===== src/rtl/axis_rr_arbiter_4to1.sv =====
// Packet-aware round-robin arbiter for a 4:1 AXI-Stream mux.
// Holds a grant until end-of-packet or a beat-limit forced release.
module axis_rr_arbiter_4to1 #(
  parameter int MAX_BEATS = 256,
  parameter int CNT_W     = 9
) (
  input  logic       clk,
  input  logic       rst,
  input  logic       en,
  input  logic       valid_0,
  input  logic       valid_1,
  input  logic       valid_2,
  input  logic       valid_3,
  input  logic       last_0,
  input  logic       last_1,
  input  logic       last_2,
  input  logic       last_3,
  input  logic       ready,
  output logic [1:0] sel,
  output logic       active,
  output logic [3:0] grant,
  output logic       timeout
);

  typedef enum logic {IDLE, LOCKED} state_t;

  localparam logic [CNT_W:0] MAX_C = (CNT_W+1)'(MAX_BEATS);

  state_t           state;
  logic [1:0]       ptr;
  logic [CNT_W-1:0] cnt;

  logic [3:0]       vld;
  logic [3:0]       lst;
  logic             beat;
  logic             hit_max;
  logic             found;
  logic [1:0]       pick;
  logic [CNT_W:0]   cnt_inc;

  assign vld     = {valid_3, valid_2, valid_1, valid_0};
  assign lst     = {last_3, last_2, last_1, last_0};
  assign beat    = active & vld[sel] & ready;
  assign cnt_inc = {1'b0, cnt} + 1'b1;
  assign hit_max = (MAX_BEATS != 0) && (cnt_inc == MAX_C);

  // Scan ptr+1 .. ptr+4 so the last granted source is checked last
  always_comb begin
    found = 1'b0;
    pick  = ptr;
    for (int i = 1; i <= 4; i++) begin
      if (!found && vld[ptr + 2'(i)]) begin
        found = 1'b1;
        pick  = ptr + 2'(i);
      end
    end
  end

  always_ff @(posedge clk or posedge rst) begin
    if (rst) begin
      state   <= IDLE;
      sel     <= 2'd0;
      active  <= 1'b0;
      grant   <= 4'b0000;
      timeout <= 1'b0;
      cnt     <= '0;
      ptr     <= 2'd3;
    end else begin
      timeout <= 1'b0;
      unique case (state)
        IDLE: begin
          if (en && found) begin
            state  <= LOCKED;
            sel    <= pick;
            active <= 1'b1;
            grant  <= 4'b0001 << pick;
            cnt    <= '0;
          end
        end
        LOCKED: begin
          if (beat) begin
            cnt <= (&cnt) ? cnt : cnt_inc[CNT_W-1:0];
            if (lst[sel] || hit_max) begin
              state   <= IDLE;
              active  <= 1'b0;
              grant   <= 4'b0000;
              ptr     <= sel;
              cnt     <= '0;
              timeout <= ~lst[sel];
            end
          end
        end
        default: state <= IDLE;
      endcase
    end
  end

endmodule


===== config.mk =====
export PLATFORM = sky130hd
export DESIGN_NAME = axis_rr_arbiter_4to1
export DESIGN_NICKNAME = d
export VERILOG_FILES = /design/src/rtl/axis_rr_arbiter_4to1.sv
export SDC_FILE = /design/constraint.sdc
export NUM_CORES = 1
export LEC_CHECK = 0
export ABC_AREA = 1
export CAP_MARGIN = 10
export CORE_MARGIN = 3
export CORE_UTILIZATION = 42
export CTS_CLUSTER_DIAMETER = 150
export CTS_CLUSTER_SIZE = 30
export DETAILED_ROUTE_END_ITERATION = 8
export PLACE_DENSITY = 0.63
export SLEW_MARGIN = 20
export SYNTH_ARGS = -nofsm -noshare
export SYNTH_HDL_FRONTEND = slang
export SYNTH_SLANG_ARGS = --single-unit

===== constraint.sdc =====
create_clock -name clk -period 2.5 [get_ports clk]
set_input_delay 0.75 -clock clk [delete_from_list [all_inputs] [get_ports clk]]
set_output_delay 0.75 -clock clk [all_outputs]
set_load 0.005 [all_outputs]

==> results of run 1 <==
synthesized netlist by cell type (3+ instances only):
master    n  area share, %
nand2_1  59             15
nand3_1  21            7.0
inv_1    19            4.8
dfrtp_1  18             30
nor2_1   13            3.3
nand4_1  12            5.0
o21ai_2  10            5.8
nand2_4   8            6.0
a21oi_1   5            1.7
nand2_2   5            2.1
o21ai_0   5            1.7
o21ai_1   3            1.0
worst register-to-register path: stages, from the launching register on:
cell and delay, ns:
dfrtp_1 0.43, ha_1 0.21, nand3_1 0.10, nor2_1 0.18
nand2_1 0.07, nor2_1 0.09, ha_1 0.24, inv_1 0.06
nor2_1 0.04, nand2_1 0.05, nor2_1 0.04, nand2_1 0.18
nand3_2 0.17, nand2_8 0.17, nand2_1 0.09, o21ai_2 0.06
per-stage QoR:
step / total power [mW] / worst slack [ns] / cell area, µm²
3_3_place_gp: 1.70 / 0.138 / 1730
4_1_cts: 1.90 / 0.211 / 1760
6_report: 1.90 / 0.254 / 1760
5_1_grt: 2.07 / 0.00946 / 1760
2_1_floorplan: 1.44 / 0.522 / 1500
3_5_place_dp: 1.73 / 0.110 / 1730
cell families after synthesis:
group | count (synthesis) | share of synthesized area (%)
buffers and inverters | 26 | 8.43
adders and majority gates | 2 | 1.67
xor gates and xnor gates | 2 | 1.17
DFF | 20 | 33.6
AOI/OAI and AO/OA | 25 | 11.4
and+or+nand+nor | 125 | 43.8
layout make-up:
class                   instances  area share, %
multi-input cells             154           49.8
flip-flops and latches         20           28.5
repair buffers                 23           12.5
inverters                      21           4.47
well taps                      46           3.26
clock buffers                   4           1.49
flip-flops by register name (all words and copies together), names as in the netlist:
signal   flops
active       1
state        1
sel          2
ptr          2
cnt          9
grant        4
timeout      1
power by group through the flow:
stage / registers, mW / clock network, mW / logic, mW
2_1_floorplan: 0.513 / 0 / 0.924
3_3_place_gp: 0.571 / 0 / 1.12
3_5_place_dp: 0.576 / 0 / 1.15
4_1_cts: 0.568 / 0.171 / 1.16
5_1_grt: 0.587 / 0.182 / 1.30
6_report: 0.570 / 0.161 / 1.17
worst max path at each step:
stage,start,end,cells past startpoint
5_1_grt,cnt[0],cnt[8],15
4_1_cts,cnt[0],cnt[7],15
2_1_floorplan,cnt[0],grant[2],16
6_report,cnt[0],cnt[7],15
3_5_place_dp,valid_3,grant[1],12
3_3_place_gp,valid_2,cnt[1],10
what timing repair did:
action / 4_1_cts / 5_1_grt
resized for setup: 0 / 1
endpoints found under the hold margin: 0 / 0
setup endpoints to repair: 0 / 7
layer usage:
metal / routed length, µm / vias to the layer above
met3: 165 / 2
li1: - / 699
met2: 1520 / 37
met4: 31 / 0
met1: 1670 / 636
met5: 0 / -
==> results.py, run 1 <==
metrics = {
    "grt": {
        "grt_pass1_vias": 1218,
        "grt_usage_pct": 16.7,
        "grt_first_pass_wirelength_mm": 5.66,
        "globalRoute.busiestLayer": "met2",
        "grt_use_met1_pct": 25.1,
        "antenna_found_initial": 0,
        "grt_use_met3_pct": 1.71,
        "grt_max_degree": 21,
        "use_met2_pct": 25.2,
        "grt_overflow_total": 0,
    },
    "synthesis": {
        "synth-edff-count": 0,
        "synth_ff_type": "dfrtp_1",
        "ys_seq_elements": 20,
        "syn_nets": 214,
        "ys_types": 30,
        "yosysWarnings": 0,
        "netlist_instances": 200,
        "seq_area_frac_synth_pct": 33.6,
        "synthesis.area_um2": 1500,
        "async_flop_share_pct": 100,
        "syn_area_per_cell_um2": 7.49,
    },
    "clock_tree": {
        "cts_hold_buf": 0,
        "cts_sinks": 20,
        "cts_buffers": 3,
        "path_clk_slew_ns": 0.12,
        "worst_skew_pair.late_latency_ns": 0.30,
        "cts_tree": "built",
        "htree_num_levels": 1,
        "root_buffer": "clkbuf_4",
        "postCtsSetupBuffers": 0,
        "max-clock-path-buffers": 2,
    },
    "route": {
        "totalWireLength_mm": 3.39,
        "via_count": 1374,
        "drt-initial-drc-count": 74,
        "wl_per_cell_um": 12.6,
        "vias_per_cell": 5.13,
        "ant_nets": 0,
        "firstDrtPassIters": 4,
        "drc_errors": 0,
    },
    "floorplan": {
        "rows": 21,
        "fp.dieW_um": 65.7,
        "dieArea_um2": 4320,
        "pin_count": 20,
        "core_area_um2": 3390,
        "die_h_um": 65.7,
        "start_util_pct": 44.2,
    },
    "setup_path": {
        "path_cells": "ha_1 -> nand3_1 -> nor2_1 -> nand2_1 -> nor2_1 -> ha_1 -> inv_1 -> nor2_1 -> nand2_1 -> nor2_1 -> nand2_1 -> nand3_2 -> nand2_8 -> nand2_1 -> o21ai_2",
        "ff2ff_setup_slack_ns": 0.25,
        "r2r-end": "cnt[7]",
        "critPathSlowestCell": "dfrtp_1",
        "r2r-start": "cnt[0]",
        "crit_family": "simple AND/OR/NAND/NOR gates",
        "cp.required_ns": 2.74,
        "crit_fanout": 17,
        "cp-start-kind": "register",
        "critical_path.max_stage_delay_ns": 0.43,
        "path_class": "register to register",
        "end_kind": "register",
        "critical_path_arrival_ns": 2.48,
        "critPathBufInv": 1,
        "reg2reg_depth": 15,
    },
    "timing": {
        "relSlewSlack_pct": 72.8,
        "hold_slack_ns": 0.509,
        "fin_crit_ns": 2.25,
        "drv_slew": 0,
        "grt_setup_unrepaired": "no",
        "worstMarginPinSlew_ns": 0.409,
        "finalHoldViolCount": 0,
        "period_share_pct": 89.8,
        "fmax_mhz": 445,
        "setup_viol": 0,
        "finalSetupTns_ns": 0,
        "skew_ns": 0.00738,
    },
    "finish": {
        "final_cell_mix": "nand2_1, nand3_1, inv_1, clkdlybuf4s50_1, dfrtp_1",
        "mostFrequentLayoutCell": "nand2_1",
        "stdcell_count": 268,
        "seq_area_um2": 503,
        "fillCellCount": 318,
        "drive_above_1_share_pct": 18.0,
        "synthToLayoutAreaGrowth_pct": 17.7,
        "n_antenna_cell": 0,
        "multi_input_area_um2": 878,
        "fin_nets": 237,
        "postLayoutCoreUtil_pct": 52.0,
    },
    "outcome": {
        "outcome": "completed",
    },
    "pwr": {
        "switchingPower_mw": 0.958,
        "swShare_pct": 50.5,
        "internal_power_mw": 0.941,
        "pwr_density_cell_nw_per_um2": 1080,
        "vdd_drop_max_uv": 442,
        "pwr-share-seq_pct": 30.0,
        "pwr-share-comb_pct": 61.5,
        "clkPwrFrac_pct": 8.5,
        "leakagePower_nw": 0.840,
    },
    "job": {
        "maxCapViolCount": 0,
    },
    "worst_hold_path": {
        "min_to": "grant[0]",
        "min_from": "grant[0]",
        "hp-class": "register to register",
        "min_path_cells": 2,
    },
    "placement": {
        "io_buffer_count": 19,
        "hpwl_mm": 2.65,
        "placed_cells": 264,
        "place_congestion": 0.849,
    },
}
No activity file was read; power rests on OpenSTA's default activity.
==> run 2: changes to the inputs <==
Settings changed: RECOVER_POWER set to 25.
Clock period 2.5 ns to 2.65 ns, I/O delays scaled along.
==> results.py, run 2 (synthesized netlist as in run 1, its figures left out) <==
metrics = {
    "floorplan": {
        "rows": 21,
        "dieArea_um2": 4320,
        "die_h_um": 65.7,
        "core_area_um2": 3390,
        "start_util_pct": 44.2,
        "pin_count": 20,
        "fp.dieW_um": 65.7,
    },
    "outcome": {
        "outcome": "completed",
    },
    "setup_path": {
        "cp.required_ns": 2.89,
        "path_class": "register to register",
        "r2r-start": "cnt[0]",
        "crit_fanout": 17,
        "startpoint": "cnt[0]",
        "end_kind": "register",
        "cp-start-kind": "register",
        "critical_path_arrival_ns": 2.54,
    },
    "placement": {
        "place_congestion": 0.858,
        "io_buffer_count": 19,
        "hpwl_mm": 2.64,
        "placed_cell_area_um2": 1720,
    },
    "grt": {
        "use_met2_pct": 25.3,
        "grt_first_pass_wirelength_mm": 5.86,
        "grt_use_met1_pct": 27.1,
        "grt_max_degree": 21,
        "grt_pass1_vias": 1252,
        "grt_overflow_total": 0,
        "globalRoute.busiestLayer": "met1",
        "grt_use_met3_pct": 2.39,
        "grt_usage_pct": 17.5,
        "antenna_found_initial": 0,
    },
    "finish": {
        "top_regs": "cnt x9, grant x4",
        "mostFrequentLayoutCell": "nand2_1",
        "fin_nets": 236,
        "fillCellCount": 322,
        "largest_register_ff_count": 9,
        "drive_above_1_share_pct": 17.6,
        "n_antenna_cell": 0,
        "final_area_um2": 1750,
        "final_cell_mix": "nand2_1, nand3_1, inv_1",
        "synthToLayoutAreaGrowth_pct": 17.0,
        "regMostFlops": "cnt",
    },
    "timing": {
        "period_share_pct": 86.8,
        "skew_ns": 0.00257,
        "finalHoldViolCount": 0,
        "drv_slew": 0,
        "fmax_mhz": 435,
        "finalSetupTns_ns": 0,
        "setup_viol": 0,
        "fin_crit_ns": 2.30,
        "worstMarginPinSlew_ns": 1.09,
        "relSlewSlack_pct": 27.1,
        "grt_setup_unrepaired": "no",
    },
    "clock_tree": {
        "cts_hold_buf": 0,
        "cts_sinks": 20,
        "worst_skew_pair.late_latency_ns": 0.30,
        "cts_resized": 0,
        "htree_num_levels": 1,
        "max-clock-path-buffers": 2,
        "path_clk_slew_ns": 0.12,
        "cts_buffers": 3,
        "cts_tree": "built",
        "postCtsSetupBuffers": 0,
        "root_buffer": "clkbuf_4",
    },
    "route": {
        "vias_per_cell": 5.09,
        "drc_errors": 0,
        "ant_nets": 0,
        "drt-initial-drc-count": 82,
        "wl_per_cell_um": 12.6,
        "via_count": 1358,
        "firstDrtPassIters": 4,
        "totalWireLength_mm": 3.36,
    },
    "job": {
        "maxCapViolCount": 0,
    },
    "pwr": {
        "vdd_drop_max_uv": 448,
        "leakagePower_nw": 0.837,
        "pwr_density_cell_nw_per_um2": 1020,
    },
    "worst_hold_path": {
        "hp-class": "register to register",
        "min_from": "grant[1]",
    },
}
run 2: cell types whose count changed in the layout (fill, tap and decap cells not counted):
cell and delta:
clkdlybuf4s50_1 -1, nand2_4 +1, nand2_8 -1, buf_4 -2
dlygate4sd3_1 +1, clkbuf_8 +1
run 2: area by class of cell:
type	count	area, µm²	area share, %
sequential	20	503	28.7
tap	46	57.6	3.28
timing repair buffer	22	209	11.9
inverter	21	78.8	4.49
clock buffer	4	36.3	2.07
multi-input combinational	154	870	49.6
run 2: final timing paths:
| kind | depth (start not counted) | to | slack, ns |
|---|---|---|---|
| setup / recovery | 15 | cnt[5] | 0.35 |
| hold / removal | 2 | grant[1] | 0.52 |
| max in group asynchronous | 3 | cnt[6] | 0.74 |
| min in group asynchronous | 3 | grant[3] | 1.26 |
| setup reg to reg | 15 | cnt[5] | 0.35 |
| hold reg to reg | 2 | grant[1] | 0.52 |
run 2: worst max-delay path, stage by stage (launching register included):
cell,delay [ns]
dfrtp_1,0.44
ha_1,0.21
nand3_1,0.11
nor2_1,0.19
nand2_1,0.08
nor2_1,0.10
ha_1,0.24
inv_1,0.06
nor2_1,0.04
nand2_1,0.05
nor2_1,0.04
nand2_1,0.18
nand3_2,0.14
nand2_4,0.22
nand2_1,0.10
o21ai_2,0.06
run 2: power breakdown:
| group | total, mW | leakage (nW) | internal, mW | switching (mW) |
|---|---|---|---|---|
| registers | 0.533 | 0.260 | 0.405 | 0.128 |
| logic | 1.07 | 0.556 | 0.404 | 0.665 |
| clock network | 0.185 | 0.0210 | 0.0838 | 0.101 |
run 2: metrics by stage:
step | setup WS, ns | instances | hold slack (ns) | utilization [%] | power [mW]
after floorplan | 0.672 | 200 | 0.482 | - | 1.36
after global placement | 0.201 | 263 | 0.491 | 50.8 | 1.58
after detailed placement | 0.147 | 263 | 0.498 | 50.8 | 1.61
after CTS | 0.346 | 267 | 0.531 | 51.9 | 1.81
after global routing | 0.0870 | 267 | 0.559 | 51.8 | 1.96
final | 0.349 | 267 | 0.520 | 51.8 | 1.79
run 2: layer usage:
layer	vias up	wire (µm)
met5	-	0
met4	0	31
met3	2	91
met2	27	1510
met1	626	1720
li1	703	-
==> run 3: changes to the inputs <==
Settings changed: CTS_CLUSTER_DIAMETER 150 to 200.
==> results of run 3 <==
Same layout as run 2: the final DEF is identical, and so are final timing and power.
==> RTL edit (flow settings as in run 1) <==
`CNT_W`: 9 -> 11.
--- a/src/rtl/axis_rr_arbiter_4to1.sv
+++ b/src/rtl/axis_rr_arbiter_4to1.sv
@@ -2,7 +2,7 @@
 // Holds a grant until end-of-packet or a beat-limit forced release.
 module axis_rr_arbiter_4to1 #(
   parameter int MAX_BEATS = 256,
-  parameter int CNT_W     = 9
+  parameter int CNT_W     = 11
 ) (
   input  logic       clk,
   input  logic       rst,
Behaviour: same outputs for any inputs over 10 cycles, from zero or initial values and one cycle with rst high; that may be too few to reach the edited logic, so the function may still have changed.
==> RTL edit against run 1 <==
- final cell count grew 11%
- sequential cell count grew 2
- first-iteration DRC count rose by 66%
- area after synthesis is 3.9% higher
- via count is 4.9% higher
- setup slack better by 0.0037 ns
- routed wire length is 3.3% higher
- fmax rose by 0.17%
- sequential share of layout area up 1.3 points
- die area grew 3.6%
- critical path depth decreased by 3
- cell area up 5.2%
- critical path type is now input port to register
- largest cell class unchanged
Power is not compared: it rests on default switching activity, and its combinational part moved more than twofold at a synthesized area within 25%.
==> RTL edit: results (changes against run 1) <==
- Via density: 4.84 (-5.6%)
- Filler Cell Count: 345 (+8.5%)
- Clk root buf: clkbuf_8
- HPWL Detailed: 2.67 mm (+0.94%)
- Vias in the first global route: 1278 (+4.9%)
- Worst Max-Slew Pin Slew: 0.369 ns (-0.0400 ns)
- Compound-Gate Fraction of Synth Area: 10.1% (-1.2 points)
- Top cells by count, synth: 90 x nand2_1, 23 x inv_1, 23 x nor2_1, 20 x dfrtp_1, 10 x nand3_1
- Nets: 266 (+12%)
- Syn_area_per_cell: 6.80 sq um (-9.2%)
- Post-synth cell types: 28 (-6.7%)
- Reg-to-reg slack, setup: 0.44 ns (+0.19 ns)
- Routed WL per cell: 11.7 um (-7.1%)
- Clock-pin slew on the worst setup and hold paths: 0.08 ns (-0.04 ns)
- Run status: finished, final reports clean
- Clk_lat worst skew: 0.26 ns (-0.04 ns)
- Syn_nets: 242 (+13%)
- Routability cong.: 0.856 (+0.84%)
- Largest net degree at the start of global routing: 23 (+9.5%)
- Top cells by area, synth: dfrtp_1 32%, nand2_1 22%, inv_1 5.5%
- Finished Layout Cells: 298 (+11%)
- Seq/Total Area, Yosys: 35.5% (+1.9 points)
- Post-synthesis xor/xnor area fraction: 2.81% (+1.6 points)
- Total GRT Usage: 17.7% (+1.0 points)
- Post-synthesis adder-cell area fraction: 0.803% (-0.87 points)
- Iteration-0 DRC Markers: 123 (+66%)
- Share of layout cells above drive strength 1: 10.7% (-7.3 points)
- DP Cell Count: 294 (+11%)
RTL edit: area by class of cell:
cell class,count,area share (%)
Clock buffer,4,2.96
Sequential cell,22,29.8
Multi-Input combinational cell,180,47.6
Inverter,23,4.65
Timing Repair Buffer,23,11.9
Tap cell,46,3.10
RTL edit: worst max-delay path by stage:
stage | from | depth (start not counted) | to | slack (ns)
after floorplan | valid_0 | 14 | cnt[2]$_DFFE_PP0P_ | 0.58
after global placement | valid_2 | 11 | cnt[1]$_DFFE_PP0P_ | -0.11
final | valid_1 | 12 | cnt[0]$_DFFE_PP0P_ | 0.26
after CTS | valid_2 | 11 | cnt[9]$_DFFE_PP0P_ | 0.20
after detailed placement | valid_2 | 11 | cnt[7]$_DFFE_PP0P_ | -0.08
after global routing | valid_1 | 12 | sel[0]$_DFFE_PP0P_ | 0.06
RTL edit: critical path, stage by stage:
cell and delay, ns:
clkdlybuf4s50_1 0.44, o21ai_0 0.22, inv_1 0.09, nand2_1 0.08
nand2_2 0.07, nor2_2 0.14, nand3b_2 0.13, nand2_1 0.10
nand2_2 0.11, nand3_4 0.18, nand2_1 0.07, nand2_1 0.06
RTL edit: metrics by stage:
step,utilization [%],cell area [sq um]
3_3_place_gp,52.1,1790
2_1_floorplan,-,1560
6_report,53.9,1860
4_1_cts,53.7,1850
5_1_grt,53.9,1860
3_5_place_dp,52.1,1790
RTL edit: power by group:
group | switching [uW] | internal, uW
Combinational | 30.4 | 25.5
Sequential | 0 | 356
Clock | 115 | 140
Total | 145 | 521
RTL edit: layer usage:
metal | up-vias | track usage, % | part of all wire, %
li1 | 779 | - | -
met1 | 627 | 28.6 | 55
met2 | 32 | 22.9 | 39
met3 | 4 | 3.20 | 4.9
met4 | 0 | 5.57 | 1.2
met5 | - | 0 | 0
